**src/rtl/mem_port_arbiter.sv**
```systemverilog
// mem_port_arbiter
//   Shares one single-ported memory between the instruction-fetch requester
//   (if_*) and the data load/store requester (d_*). An accepted request is
//   registered, presented on the mem_* port until mem_ready (or until the
//   watchdog expires), and the response is routed back to its owner.
//
// Ports
//   clk, rst                    clock, synchronous active-high reset
//   if_req/if_addr              fetch request (in)
//   if_gnt/if_rvalid/if_rdata/if_err   fetch grant and response (out)
//   d_req/d_we/d_be/d_addr/d_wdata     data request (in)
//   d_gnt/d_rvalid/d_rdata/d_err       data grant and response (out)
//   mem_req/mem_we/mem_be/mem_addr/mem_wdata   memory request (out)
//   mem_ready/mem_rdata         memory completion and read data (in)
//
// Handshake: a requester raises req with stable attributes and holds it
// until its rvalid pulse. The arbiter answers with a one-cycle gnt pulse in
// the cycle mem_req first rises, then a one-cycle rvalid pulse (with rdata
// and err) the cycle after mem_ready or the watchdog abort. On the memory
// side mem_req and its attributes stay stable until the cycle mem_ready=1;
// mem_ready outside an outstanding access is ignored.
module mem_port_arbiter #(
  parameter int ADDR_W        = 32,
  parameter int DATA_W        = 32,
  parameter int TIMEOUT       = 255,
  parameter int DATA_PRIORITY = 0
) (
  input  logic                clk,
  input  logic                rst,
  input  logic                if_req,
  input  logic [ADDR_W-1:0]   if_addr,
  output logic                if_gnt,
  output logic                if_rvalid,
  output logic [DATA_W-1:0]   if_rdata,
  output logic                if_err,
  input  logic                d_req,
  input  logic                d_we,
  input  logic [DATA_W/8-1:0] d_be,
  input  logic [ADDR_W-1:0]   d_addr,
  input  logic [DATA_W-1:0]   d_wdata,
  output logic                d_gnt,
  output logic                d_rvalid,
  output logic [DATA_W-1:0]   d_rdata,
  output logic                d_err,
  output logic                mem_req,
  output logic                mem_we,
  output logic [DATA_W/8-1:0] mem_be,
  output logic [ADDR_W-1:0]   mem_addr,
  output logic [DATA_W-1:0]   mem_wdata,
  input  logic                mem_ready,
  input  logic [DATA_W-1:0]   mem_rdata
);

  localparam int CNT_W = (TIMEOUT > 0) ? $clog2(TIMEOUT + 1) : 1;
  localparam logic [CNT_W-1:0] TIMEOUT_VAL = CNT_W'(TIMEOUT);
  localparam bit WATCHDOG_ON = (TIMEOUT != 0);
  localparam bit DATA_FIRST  = (DATA_PRIORITY != 0);

  typedef enum logic { IDLE, BUSY } state_t;
  typedef enum logic { OWN_FETCH, OWN_DATA } owner_t;

  state_t           state;
  owner_t           owner;
  owner_t           last_grant;
  logic [CNT_W-1:0] cnt;
  logic             pick_data;

  // On a tie, round-robin hands the slot to whoever did not win last time.
  always_comb begin
    pick_data = 1'b0;
    if (d_req && if_req) begin
      pick_data = DATA_FIRST || (last_grant == OWN_FETCH);
    end else begin
      pick_data = d_req;
    end
  end

  always_ff @(posedge clk) begin
    if (rst) begin
      state      <= IDLE;
      owner      <= OWN_FETCH;
      last_grant <= OWN_FETCH;
      cnt        <= '0;
      if_gnt     <= 1'b0;
      if_rvalid  <= 1'b0;
      if_rdata   <= '0;
      if_err     <= 1'b0;
      d_gnt      <= 1'b0;
      d_rvalid   <= 1'b0;
      d_rdata    <= '0;
      d_err      <= 1'b0;
      mem_req    <= 1'b0;
      mem_we     <= 1'b0;
      mem_be     <= '0;
      mem_addr   <= '0;
      mem_wdata  <= '0;
    end else begin
      // Grant and response outputs are single-cycle pulses.
      if_gnt    <= 1'b0;
      d_gnt     <= 1'b0;
      if_rvalid <= 1'b0;
      d_rvalid  <= 1'b0;
      if_err    <= 1'b0;
      d_err     <= 1'b0;
      if_rdata  <= '0;
      d_rdata   <= '0;
      case (state)
        IDLE: begin
          if (if_req || d_req) begin
            state   <= BUSY;
            mem_req <= 1'b1;
            cnt     <= '0;
            if (pick_data) begin
              owner      <= OWN_DATA;
              last_grant <= OWN_DATA;
              d_gnt      <= 1'b1;
              mem_we     <= d_we;
              mem_be     <= d_be;
              mem_addr   <= d_addr;
              mem_wdata  <= d_wdata;
            end else begin
              owner      <= OWN_FETCH;
              last_grant <= OWN_FETCH;
              if_gnt     <= 1'b1;
              mem_we     <= 1'b0;
              mem_be     <= '1;
              mem_addr   <= if_addr;
              mem_wdata  <= '0;
            end
          end
        end
        BUSY: begin
          // mem_ready takes precedence over a watchdog expiring in the same cycle.
          if (mem_ready) begin
            state   <= IDLE;
            mem_req <= 1'b0;
            if (owner == OWN_DATA) begin
              d_rvalid <= 1'b1;
              d_rdata  <= mem_we ? '0 : mem_rdata;
            end else begin
              if_rvalid <= 1'b1;
              if_rdata  <= mem_rdata;
            end
          end else if (WATCHDOG_ON && (cnt == TIMEOUT_VAL)) begin
            state   <= IDLE;
            mem_req <= 1'b0;
            if (owner == OWN_DATA) begin
              d_rvalid <= 1'b1;
              d_err    <= 1'b1;
            end else begin
              if_rvalid <= 1'b1;
              if_err    <= 1'b1;
            end
          end else begin
            cnt <= cnt + 1'b1;
          end
        end
        default: state <= IDLE;
      endcase
    end
  end

endmodule

```
**config.mk**
```make
export PLATFORM = sky130hd
export DESIGN_NAME = mem_port_arbiter
export DESIGN_NICKNAME = d
export VERILOG_FILES = /design/src/rtl/mem_port_arbiter.sv
export SDC_FILE = /design/constraint.sdc
export NUM_CORES = 1
export LEC_CHECK = 0
export CAP_MARGIN = 20
export CORE_MARGIN = 2
export CORE_UTILIZATION = 35
export CTS_CLUSTER_DIAMETER = 40
export DETAILED_ROUTE_END_ITERATION = 12
export PLACE_DENSITY = 0.76
export SYNTH_ARGS = -nofsm -noshare
export SYNTH_HDL_FRONTEND = slang
export SYNTH_SLANG_ARGS = --single-unit
export TNS_END_PERCENT = 50
```
**constraint.sdc**
```tcl
create_clock -name clk -period 1.6 [get_ports clk]
set_clock_uncertainty 0.15 [all_clocks]
set_input_delay 0.32 -clock clk [delete_from_list [all_inputs] [get_ports clk]]
set_output_delay 0.32 -clock clk [all_outputs]
set_load 0.05 [all_outputs]
```
==> impl_metrics.ini <==
[clocking]
hold_buffers = 0
clock-sinks = 150
root_buffer = clkbuf_16
clock_path_buffers = 2
insertion_delay_ns = 0.41
cts_tree = yes
cts.clk_slew.worst_paths_ns = 0.06
cts_buffers = 17
cts_max_level = 4

[finish]
areaGrowthSynthToFinish_pct = 103
final_cell_mix = buf_12, dfxtp_1, clkdlybuf4s50_1
final_area_sq_um = 10400
insertedDiodeCount = 0
nets = 921
final_util = 0.724
final_common_cell = buf_12
fillers = 976
drive_gt1_frac = 0.299

[power_and_ir_drop]
peakVddDrop_mv = 0.780
p_leak_nw = 4.20
power_density_nw_per_um2 = 975

[synth]
synth_top_area_cell = dfxtp_1
synth-seq-cells = 150
syn_area_sq_um = 5140
synth_edf_count = 0
yosys_warnings = 0
syn_inst = 486
yosys-top-cells-area = dfxtp_1, and2_1, mux2i_1, nor2_1, a22oi_1
syn_nets = 625
synth_flop_cell = dfxtp_1
netlist-cell-type-count = 39
synth_async_sr_flop_share = 0
netlist.area_leader.share = 0.584
syn_area_per_cell_sq_um = 10.6
yosysSeqAreaShare = 0.584

[grt]
grt_overflow = 0
first_global_vias = 4925
grt_pass1_wl_um = 25900
grt_max_degree = 79
antenna_found_initial = 0
track_usage = 0.209

[worst_setup_path]
critPathMaxStageDelay_ns = 0.35
crit_chain = ha_4, and3_4, a21o_1, buf_4, o211ai_1, a21oi_1
critPathCaptureType = flip-flop
crit_arrival_ns = 1.73
slowest_stage = dfxtp_4
crit_cells = 6
crit_family = compound AO/OA/AOI/OAI gates
critPathBufInv = 1
crit_type = flip-flop to flip-flop
reg2regPathDepth = 6
critPathMaxFanout = 6
required_ns = 1.73
critPathLaunchType = flip-flop

[place]
placed_cell_area_sq_um = 9630
hpwl_um = 12400
port-buffer-count = 277
globalplace.congestion = 0.860

[floorplanning]
die_height_um = 125
initial_utilization = 0.356
die_area_sq_um = 15700
rows = 44
die_w_um = 125
num_io_pins = 278
coreArea_sq_um = 14400

[route]
wl_per_cell_um = 17.3
via_per_inst = 4.85
drt_pre_antenna_iters = 5
num_vias = 4744
dr.first_iter.drc_count = 251
routed_wl_um = 16900
drc_errors = 0
drtAntennaViolNets = 0

[min_path]
hold_class = input pin to flip-flop
whs_path_depth = 4

[timing]
worst_slew_pin_slew_ns = 0.351
setup_ws_ns = -0.000615
rsz0062_at_grt = yes
hold_viol_final = 0
fin_crit_sh = 1.00
drv_slew = 0
setup_viol = 1
tns_ns = -0.000615
fmax_ghz = 0.625
maxSlewHeadroom = 0.766
fin_crit_ns = 1.60

[run_status]
status = finished, violations left
violations = setup timing

[flow_run]
drv_cap = 0
-- where the power goes --
group | total (mW) | internal [mW] | switching, mW
Combinational | 2.39 | 1.27 | 1.12
Clock | 3.69 | 2.06 | 1.63
Sequential | 4.11 | 3.91 | 0.194
Total | 10.2 | 7.25 | 2.95
-- stage by stage --
stage                     total power, mW  worst slack (ns)  hold WS, ns  std cells
after global routing                 10.6           -0.0642        0.177        979
after detailed placement             6.46            -0.426        0.365        935
final                                10.2         -0.000615        0.168        979
after floorplan                      5.15           0.00624        0.292        486
after global placement               6.40            -0.363        0.362        935
after CTS                            10.1           0.00986        0.153        968
-- metal layers --
metal  wire, um  GRT usage  up-vias
met3       1340     0.0668       17
li1           -          -     2278
met1       6550      0.237     2219
met5          0          0        -
met4        291     0.0765        0
met2       8720      0.368      230
-- worst paths after layout --
kind | startpoint | end | slack (ns)
setup / recovery | cnt[1] | cnt[4] | -0.0006
hold / removal | rst | d_rvalid | 0.17
setup reg to reg | cnt[1] | cnt[4] | -0.0006
hold reg to reg | last_grant | last_grant | 0.36
-- sequential cells by signal, indices dropped and copies added (netlist names), 4 cells and up --
signal	cells
if_rdata	32
cnt	8
mem_be	4
d_rdata	32
mem_wdata	32
mem_addr	32
-- timing repair --
item,in CTS,in global routing
setup buffers,1,5
resized for setup,1,17
endpoints found under the setup margin,1,109
pin swaps,2,1
cloned,0,6
-- logic make-up after synthesis --
logic type	share of synthesized area
flops	0.584
compound gates	0.128
simple gates	0.178
fa+ha+maj	0.00243
mux	0.0623
buf+inv	0.0453
-- tightest hold or removal path, cell delays in order --
cell and delay, ns:
buf_2 0.12, inv_2 0.05, nand3_1 0.12, nor2_1 0.06
-- cell type report --
type	count	area (sq um)	share of cell area
clock buffer	18	439	0.0420
inverter	1	3.75	0.000359
tap	184	230	0.0220
sequential	150	3020	0.289
clock inverter	14	116	0.0111
timing repair buffer	314	4660	0.446
multi-input combinational	298	1980	0.190
-- synthesized netlist by cell type (2+ instances only) --
cell,instances
clkbuf_2,6
o21ai_0,2
a211oi_1,32
buf_2,12
and2_1,64
o211ai_1,2
mux2i_1,32
nand2b_1,3
nand3_1,10
buf_6,9
o21a_1,2
nor2_1,72
nand2_1,5
a21oi_1,8
nor3_1,8
or3_1,2
clkbuf_1,10
dfxtp_1,150
a22oi_1,33
o221a_2,3
nor3b_2,2
nor3b_1,2
No activity file was read; power rests on OpenSTA's default activity.
